==> src/rtl/acc_en_sched.sv <==
`default_nettype none
// +----------------------------------------------------------------------+
// | Module   : acc_en_sched                                               |
// | Purpose  : Power-up scheduler for the clock/reset enables of up to    |
// |            NUM_ACC accelerator domains. Staggers grants, caps the     |
// |            number of live domains, arbitrates round-robin and holds   |
// |            each domain enabled until it drains to idle.               |
// | Revision : 1.0 - initial release                                      |
// +----------------------------------------------------------------------+
module acc_en_sched #(
   parameter int NUM_ACC      = 4,
   parameter int MAX_ACTIVE   = 2,
   parameter int STAGGER_CYC  = 16,
   parameter int RST_WAIT_CYC = 12
) (
   input  logic                         clk_i,
   input  logic                         reset_n_i,
   input  logic [NUM_ACC-1:0]           req_i,
   input  logic [NUM_ACC-1:0]           idle_i,
   output logic [NUM_ACC-1:0]           core_en_o,
   output logic [NUM_ACC-1:0]           ready_o,
   output logic [$clog2(NUM_ACC+1)-1:0] active_cnt_o,
   output logic                         busy_o
);

   // Counter widths cover only the largest loaded value; a load of 0
   // still needs one bit to hold it.
   localparam int c_CNT_W  = $clog2(NUM_ACC + 1);
   localparam int c_PTR_W  = (NUM_ACC > 1)      ? $clog2(NUM_ACC)      : 1;
   localparam int c_STAG_W = (STAGGER_CYC > 1)  ? $clog2(STAGGER_CYC)  : 1;
   localparam int c_WAIT_W = (RST_WAIT_CYC > 1) ? $clog2(RST_WAIT_CYC) : 1;

   localparam logic [c_STAG_W-1:0] c_STAG_LOAD = c_STAG_W'(STAGGER_CYC - 1);
   localparam logic [c_WAIT_W-1:0] c_WAIT_LOAD = c_WAIT_W'(RST_WAIT_CYC - 1);
   localparam logic [c_CNT_W-1:0]  c_MAX_ACT   = c_CNT_W'(MAX_ACTIVE);
   localparam logic [c_PTR_W-1:0]  c_LAST_IDX  = c_PTR_W'(NUM_ACC - 1);

   typedef enum logic [1:0] {
      S_OFF   = 2'd0,
      S_PWRUP = 2'd1,
      S_ON    = 2'd2,
      S_DRAIN = 2'd3
   } dom_state_t;

   // Per-domain state and reset-release wait counters
   dom_state_t          r_state     [NUM_ACC];
   dom_state_t          w_state_nxt [NUM_ACC];
   logic [c_WAIT_W-1:0] r_wait      [NUM_ACC];
   logic [c_WAIT_W-1:0] w_wait_nxt  [NUM_ACC];

   // Shared scheduling state
   logic [c_STAG_W-1:0] r_stag;
   logic [c_STAG_W-1:0] w_stag_nxt;
   logic [c_PTR_W-1:0]  r_ptr;
   logic [c_PTR_W-1:0]  w_ptr_nxt;
   logic [c_CNT_W-1:0]  r_active_cnt;
   logic [c_CNT_W-1:0]  w_active_nxt;

   // Registered outputs and their next values
   logic [NUM_ACC-1:0]  r_core_en;
   logic [NUM_ACC-1:0]  r_ready;
   logic [NUM_ACC-1:0]  w_core_en_nxt;
   logic [NUM_ACC-1:0]  w_ready_nxt;

   // Arbitration
   logic [NUM_ACC-1:0]  w_elig;
   logic [NUM_ACC-1:0]  w_grant_vec;
   logic                w_found_hi;
   logic                w_found_lo;
   logic [c_PTR_W-1:0]  w_win_hi;
   logic [c_PTR_W-1:0]  w_win_lo;
   logic [c_PTR_W-1:0]  w_win;
   logic                w_grant;
   logic                w_busy;

   // A domain may be granted only from OFF and while it requests
   always_comb begin
      w_elig = '0;
      for (int i = 0; i < NUM_ACC; i++) begin
         w_elig[i] = (r_state[i] == S_OFF) && req_i[i];
      end
   end

   // Round-robin pick: lowest eligible index at/above the pointer,
   // otherwise wrap around to the lowest eligible index overall
   always_comb begin
      w_found_hi = 1'b0;
      w_found_lo = 1'b0;
      w_win_hi   = '0;
      w_win_lo   = '0;
      // Descending scan so the last hit written is the lowest index
      for (int i = NUM_ACC - 1; i >= 0; i--) begin
         if (w_elig[i]) begin
            w_found_lo = 1'b1;
            w_win_lo   = c_PTR_W'(i);
            if (c_PTR_W'(i) >= r_ptr) begin
               w_found_hi = 1'b1;
               w_win_hi   = c_PTR_W'(i);
            end
         end
      end
      w_win = w_found_hi ? w_win_hi : w_win_lo;
   end

   // Grant gate: stagger expired, slot available (registered count, so a
   // slot freed this cycle is only reusable next cycle), someone waiting
   always_comb begin
      w_grant     = w_found_lo && (r_stag == '0) && (r_active_cnt < c_MAX_ACT);
      w_grant_vec = '0;
      for (int i = 0; i < NUM_ACC; i++) begin
         w_grant_vec[i] = w_grant && (w_win == c_PTR_W'(i));
      end
   end

   // Pointer advance and stagger counter (saturates at zero)
   always_comb begin
      w_ptr_nxt  = r_ptr;
      w_stag_nxt = r_stag;
      if (w_grant) begin
         w_ptr_nxt  = (w_win == c_LAST_IDX) ? '0 : (w_win + c_PTR_W'(1));
         w_stag_nxt = c_STAG_LOAD;
      end else if (r_stag != '0) begin
         w_stag_nxt = r_stag - c_STAG_W'(1);
      end
   end

   // Per-domain next state, next outputs and next live-domain count
   always_comb begin
      w_active_nxt  = '0;
      w_core_en_nxt = '0;
      w_ready_nxt   = '0;
      for (int i = 0; i < NUM_ACC; i++) begin
         w_state_nxt[i] = r_state[i];
         w_wait_nxt[i]  = r_wait[i];
         case (r_state[i])
            S_OFF: begin
               if (w_grant_vec[i]) begin
                  w_state_nxt[i] = S_PWRUP;
                  w_wait_nxt[i]  = c_WAIT_LOAD;
               end
            end
            S_PWRUP: begin
               // A dropped request beats wait expiry in the same cycle
               if (!req_i[i]) begin
                  w_state_nxt[i] = S_DRAIN;
               end else if (r_wait[i] == '0) begin
                  w_state_nxt[i] = S_ON;
               end else begin
                  w_wait_nxt[i] = r_wait[i] - c_WAIT_W'(1);
               end
            end
            S_ON: begin
               if (!req_i[i]) begin
                  w_state_nxt[i] = S_DRAIN;
               end
            end
            S_DRAIN: begin
               // Requests are ignored here; only idle lets the domain go
               if (idle_i[i]) begin
                  w_state_nxt[i] = S_OFF;
               end
            end
            default: begin
               w_state_nxt[i] = S_OFF;
            end
         endcase
         w_core_en_nxt[i] = (w_state_nxt[i] != S_OFF);
         w_ready_nxt[i]   = (w_state_nxt[i] == S_ON);
         if (w_state_nxt[i] != S_OFF) begin
            w_active_nxt = w_active_nxt + c_CNT_W'(1);
         end
      end
   end

   // State and output registers; reset drops every enable at once
   always_ff @(posedge clk_i or negedge reset_n_i) begin
      if (!reset_n_i) begin
         for (int i = 0; i < NUM_ACC; i++) begin
            r_state[i] <= S_OFF;
            r_wait[i]  <= '0;
         end
         r_stag       <= '0;
         r_ptr        <= '0;
         r_active_cnt <= '0;
         r_core_en    <= '0;
         r_ready      <= '0;
      end else begin
         for (int i = 0; i < NUM_ACC; i++) begin
            r_state[i] <= w_state_nxt[i];
            r_wait[i]  <= w_wait_nxt[i];
         end
         r_stag       <= w_stag_nxt;
         r_ptr        <= w_ptr_nxt;
         r_active_cnt <= w_active_nxt;
         r_core_en    <= w_core_en_nxt;
         r_ready      <= w_ready_nxt;
      end
   end

   // Busy while any domain is in transition or the stagger is running
   always_comb begin
      w_busy = (r_stag != '0);
      for (int i = 0; i < NUM_ACC; i++) begin
         if ((r_state[i] == S_PWRUP) || (r_state[i] == S_DRAIN)) begin
            w_busy = 1'b1;
         end
      end
   end

   assign core_en_o    = r_core_en;
   assign ready_o      = r_ready;
   assign active_cnt_o = r_active_cnt;
   assign busy_o       = w_busy;

endmodule
`default_nettype wire

==> config.mk <==
export PLATFORM = sky130hd
export DESIGN_NAME = acc_en_sched
export DESIGN_NICKNAME = d
export VERILOG_FILES = /design/src/rtl/acc_en_sched.sv
export SDC_FILE = /design/constraint.sdc
export NUM_CORES = 1
export LEC_CHECK = 0
export CAP_MARGIN = 20
export CELL_PAD_IN_SITES_DETAIL_PLACEMENT = 1
export CELL_PAD_IN_SITES_GLOBAL_PLACEMENT = 1
export CORE_UTILIZATION = 45
export DETAILED_ROUTE_END_ITERATION = 10
export PLACE_DENSITY = 0.87
export RECOVER_POWER = 100
export SLEW_MARGIN = 5
export SYNTH_ARGS = -nofsm -noshare
export SYNTH_HDL_FRONTEND = slang
export SYNTH_SLANG_ARGS = --single-unit
==> constraint.sdc <==
create_clock -name clk_i -period 4.3 [get_ports clk_i]
set_input_delay 0.43 -clock clk_i [delete_from_list [all_inputs] [get_ports clk_i]]
set_output_delay 0.43 -clock clk_i [all_outputs]
set_load 0.01 [all_outputs]
==> impl_metrics.toml, run 1 <==
[status]
status = "complete, but fails checks"
violations = "capacitance limit, slew limit"

[routing]
wl_met3_um = 155
drt-total-wl_um = 5660
viasPerCell = 5.71
drc = 0
drtPass1Iterations = 4
num_vias = 1969
wl_per_cell_um = 16.4
ant_nets = 0
top_layer_used = "met4"
dr_wl_met2_um = 2820
wl_met1_um = 2580
drt_iter0_drc = 89

[placed_design]
dp_hpwl_um = 4160
place_ws_ns = 0.103
gp_congestion = 0.813
dp_cells = 338
port_buffers = 21

[yosys]
synth_top_area_share_pct = 42.0
netlist_area_um2 = 2440
synth-seq-cells = 41
yosysWarnings = 0
ys_async_sr_fraction_pct = 100
ys_seq_area_share_pct = 42.0
syn_inst = 254
synth-main-ff-cell = "dfrtp_1"
synth_area_leaders = "dfrtp_1 42%, ha_1 7.2%, a21oi_1 4.5%"
synth_nets = 278
syn_area_per_cell_um2 = 9.63
synth_top_area_cell = "dfrtp_1"
ys_types = 53
synth_enable_flop_cells = 0

[critical_path]
cp-end-kind = "flip-flop"
required_ns = 4.47
worstPathArrival_ns = 4.08
critPathMaxFanout = 6
r2r_start = "r_state[2]"
critical_path_class = "primary input to flip-flop"
crit_start = "req_i[1]"
crit_path_start_kind = "primary input"

[power]
swShare_pct = 43.9
seq_power_share_pct = 39.1
pwr-share-clk_pct = 12.6
leakage_nw = 1.17
p_int_w = 0.00115
max-vdd-ir-drop_uv = 275
p_per_area_nw_per_um2 = 744
p_comb_share_pct = 48.3
power.total_w = 0.00205
power.switching_w = 0.000899

[global_route]
grt_pass1_vias = 1941
grt_pass1_wl_um = 9300
overflow = 0
grt_start_max_net_pins = 42
grt_usage_pct = 21.9
antenna_found_initial = 0

[cts]
cts_root_buffer = "clkbuf_8"
clock_latency_ns = 0.29
cts_setup_buffers = 0
cts-hold-fix-buffers = 0
clk_pin_slew_worst_paths_ns = 0.08
cts_max_level = 2
numCtsBuffers = 5
ctsLongestPathBuffers = 2
cts_tree = "done"
clkSinkCount = 41
ctsResizeCount = 0

[timing]
setup_violations = 0
max_freq_ghz = 0.256
fin_ws_ns = 0.394
finalHoldViolCount = 0
slew_violations = 42
final.period_utilization_pct = 90.8
worstMarginPinSlew_ns = 2.26
finalCriticalPeriod_ns = 3.91
fin_worst_skew_ns = 0.00426
relSlewSlack_pct = -50.7
grt_setup_unrepaired = "false"
setup-tns-final_ns = 0

[layout]
area_growth_pct = 12.6
drive_gt1_share_pct = 7.64
final_cells = 345
final_nets = 299
final_core_util_pct = 53.2
antennaDiodeCount = 0

[floorplanning]
dieArea_um2 = 5730
initial_utilization_pct = 47.3
io_pins = 22
die_w_um = 75.7
fp.dieH_um = 75.7
core_um2 = 5170
row_count = 26

[hold_path]
worstHoldStart = "r_wait[8]"
min_path_type = "flip-flop to flip-flop"

[run]
maxCapViolCount = 1
## placed cells by master, fill, tap and decap left out, types with 8 or more instances in the layout
| cell | Yosys | final |
|---|---|---|
| ha_1 | 14 | 14 |
| nand2_1 | 24 | 24 |
| o21ai_0 | 13 | 14 |
| dlygate4sd3_1 | 0 | 12 |
| nor3_1 | 14 | 14 |
| a21oi_1 | 22 | 22 |
| inv_1 | 16 | 16 |
| nor2_1 | 15 | 15 |
| clkdlybuf4s50_1 | 0 | 8 |
| dfrtp_1 | 41 | 41 |
## cells by family after synthesis
group           Yosys count  synth area share (%)
compound gates           61                  16.9
xor+xnor                  7                  2.51
fa+ha+maj                14                  7.16
buf+inv                  25                  4.50
flops                    41                  42.0
mux                       5                  2.05
simple gates            101                  24.9
## worst paths after layout
| kind | end | cells after the start | slack, ns |
|---|---|---|---|
| hold / removal | r_wait[8] | 1 | 0.51 |
| setup / recovery | active_cnt_o[1] | 15 | 0.39 |
| max in group asynchronous | r_state[3] | 1 | 2.21 |
| min in group asynchronous | r_stag[0] | 1 | 0.80 |
| setup reg to reg | active_cnt_o[1] | 15 | 0.54 |
| hold reg to reg | r_wait[8] | 1 | 0.51 |
## synthesized netlist by cell type (all sizes together), types with 5 or more instances
master	instances
a21oi	22
a311oi	6
a31oi	5
buf	6
dfrtp	41
ha	14
inv	16
mux2i	5
nand2	24
nand2b	5
nand3	5
nor2	16
nor2b	6
nor3	14
nor3b	10
o21ai	15
xor2	6
## power by group through the flow
| stage | Combinational [W] | Sequential (W) | Clock, W |
|---|---|---|---|
| after detailed placement | 0.00106 | 0.000808 | 0 |
| after CTS | 0.00107 | 0.000801 | 0.000262 |
| after global placement | 0.000983 | 0.000787 | 0 |
| after global routing | 0.00113 | 0.000833 | 0.000277 |
| final | 0.000990 | 0.000800 | 0.000258 |
| after floorplan | 0.000815 | 0.000721 | 0 |
## worst max-delay path: stages
cell and delay [ns]:
clkdlybuf4s50_1 0.56, nor3b_4 0.37, a21boi_0 0.22, o22ai_1 0.10, a21oi_1 0.31, ha_1 0.27
nand4_1 0.12, o21ai_0 0.26, ha_1 0.33, or3_1 0.43, a31oi_4 0.15, a311oi_1 0.09
ha_1 0.31, nand2_1 0.06, o31ai_1 0.07
## flip-flops by register name (all words and copies together), names as in the netlist
register	count
r_wait	16
r_state	8
core_en_o	4
r_stag	4
ready_o	4
active_cnt_o	3
r_ptr	2
## per-layer routing
| layer | GRT usage (%) | vias to the layer above |
|---|---|---|
| met2 | 35.5 | 29 |
| li1 | - | 945 |
| met4 | 7.20 | 0 |
| met5 | 0 | - |
| met1 | 29.6 | 985 |
| met3 | 4.23 | 10 |
## metrics by stage
stage | hold slack, ns | cell area, um2
after floorplan | 0.134 | 2440
after global placement | 0.485 | 2700
after detailed placement | 0.497 | 2700
after CTS | 0.308 | 2790
after global routing | 0.534 | 2750
final | 0.509 | 2750
## layout make-up
cell class / count / area (um2)
timing repair buffer: 23 / 215
fill: 585 / 2420
inverter: 16 / 60.1
sequential: 41 / 1030
clock buffer: 7 / 86.3
tap: 70 / 87.6
multi-input combinational: 188 / 1280
No activity file was read; power rests on OpenSTA's default activity.
==> run 2: changes to the inputs <==
--- a/config.mk
+++ b/config.mk
@@ -9,10 +9,11 @@
 export CELL_PAD_IN_SITES_DETAIL_PLACEMENT = 1
 export CELL_PAD_IN_SITES_GLOBAL_PLACEMENT = 1
 export CORE_UTILIZATION = 45
+export CTS_CLUSTER_SIZE = 14
 export DETAILED_ROUTE_END_ITERATION = 10
 export PLACE_DENSITY = 0.87
 export RECOVER_POWER = 100
-export SLEW_MARGIN = 5
+export SLEW_MARGIN = 30
 export SYNTH_ARGS = -nofsm -noshare
 export SYNTH_HDL_FRONTEND = slang
 export SYNTH_SLANG_ARGS = --single-unit
==> impl_metrics.toml, run 2 (synthesis results as in run 1) <==
[power]
max-vdd-ir-drop_uv = 276
leakage_nw = 1.18
p_per_area_nw_per_um2 = 743

[routing]
num_vias = 1965
drtPass1Iterations = 4
wl_per_cell_um = 16.4
drc = 0
viasPerCell = 5.70
drt_iter0_drc = 105
drt-total-wl_um = 5660
ant_nets = 0

[critical_path]
cpPeakStageDelay_ns = 0.56
crit_path_start_kind = "primary input"
timing.critical_path.buf_inv = 1
crit_start = "req_i[1]"
critPathMaxFanout = 6
worstPathArrival_ns = 4.08
critPathTopFamily = "compound AO/OA/AOI/OAI gates"
critPathMostFrequentCell = "ha_1"
cp_cell_sequence = "clkdlybuf4s50_1, nor3b_4, a21boi_0, o22ai_1, a21oi_1, ha_1, nand4_1, o21ai_0, ha_1, or3_1, a31oi_4, a311oi_1, ha_1, nand2_1, o31ai_1"
critical_path_class = "primary input to flip-flop"
r2r_cells = 15
required_ns = 4.47
rr_endpoint = "active_cnt_o[1]"
cp-end-kind = "flip-flop"
r2r_start = "r_state[2]"
ff2ff_setup_slack_ns = 0.54
cp_slowest_cell = "clkdlybuf4s50_1"

[timing]
whs_ns = 0.510
fin_ws_ns = 0.390
setup_violations = 0
fin_worst_skew_ns = 0.00539
relSlewSlack_pct = -50.2
finalHoldViolCount = 0
max_freq_ghz = 0.256
finalCriticalPeriod_ns = 3.91
setup-tns-final_ns = 0
slew_violations = 42
final.period_utilization_pct = 90.9
worstMarginPinSlew_ns = 2.25
grt_setup_unrepaired = "false"

[status]
violations = "capacitance limit, slew limit"
status = "complete, but fails checks"

[layout]
drive_gt1_share_pct = 8.00
largest_register_ffs = 16
final_nets = 299
final_cells = 345
layout_commonest_cell = "dfrtp_1"
antennaDiodeCount = 0
area_growth_pct = 12.9
top_regs = "r_wait: 16 flops, r_state: 8 flops"
final_cell_mix = "41 x dfrtp_1, 24 x nand2_1, 22 x a21oi_1"
largest-register = "r_wait"

[hold_path]
min_path_type = "flip-flop to flip-flop"
worstHoldPathCells = 1
worstHoldStart = "r_wait[8]"
whs_endpoint = "r_wait[8]"

[placed_design]
dp_hpwl_um = 4160
gp_congestion = 0.813
dp_cells = 338
place_ws_ns = 0.103
port_buffers = 21

[cts]
clkSinkCount = 41
cts_setup_buffers = 0
clock_latency_ns = 0.29
cts-hold-fix-buffers = 0
clk_pin_slew_worst_paths_ns = 0.08
cts_tree = "done"
cts_max_level = 2
ctsLongestPathBuffers = 2
ctsResizeCount = 0
numCtsBuffers = 5
cts_root_buffer = "clkbuf_8"

[run]
maxCapViolCount = 1

[floorplanning]
initial_utilization_pct = 47.3
core_um2 = 5170
io_pins = 22
dieArea_um2 = 5730
die_w_um = 75.7
fp.dieH_um = 75.7
row_count = 26

[global_route]
grt_start_max_net_pins = 42
grt_usage_pct = 21.9
overflow = 0
antenna_found_initial = 0
grt_pass1_wl_um = 9300
grt_pass1_vias = 1941
-- run 2: power breakdown --
| part | switching (W) | internal (W) |
|---|---|---|
| registers | 0.000226 | 0.000575 |
| clock network | 0.000130 | 0.000127 |
| logic | 0.000544 | 0.000448 |
-- run 2: how the worst max path moves through the flow --
stage,end,slack [ns],cells after the start
floorplan,active_cnt_o[1],1.00,16
global placement,active_cnt_o[1],0.28,16
detailed placement,active_cnt_o[1],0.10,15
CTS,active_cnt_o[1],0.36,15
global route,active_cnt_o[1],0.02,15
finish,active_cnt_o[1],0.39,15
-- run 2: final cells by class --
class	instances	area, um2
fillers	584	2410
multi-input cells	188	1280
flip-flops and latches	41	1030
repair buffers	23	215
well taps	70	87.6
clock buffers	7	86.3
inverters	16	60.1
-- run 2: metrics by stage --
step | utilization, % | power (W) | area (um2)
6_report | 53.4 | 0.00205 | 2760
5_1_grt | 53.4 | 0.00224 | 2760
4_1_cts | 53.9 | 0.00213 | 2790
3_5_place_dp | 52.2 | 0.00186 | 2700
3_3_place_gp | 52.2 | 0.00177 | 2700
2_1_floorplan | - | 0.00154 | 2440
-- run 2: metal layers --
metal	track usage (%)	share of wire, %
met1	29.6	46
met2	35.5	50
met3	4.23	2.6
met4	7.20	1.8
met5	0	0
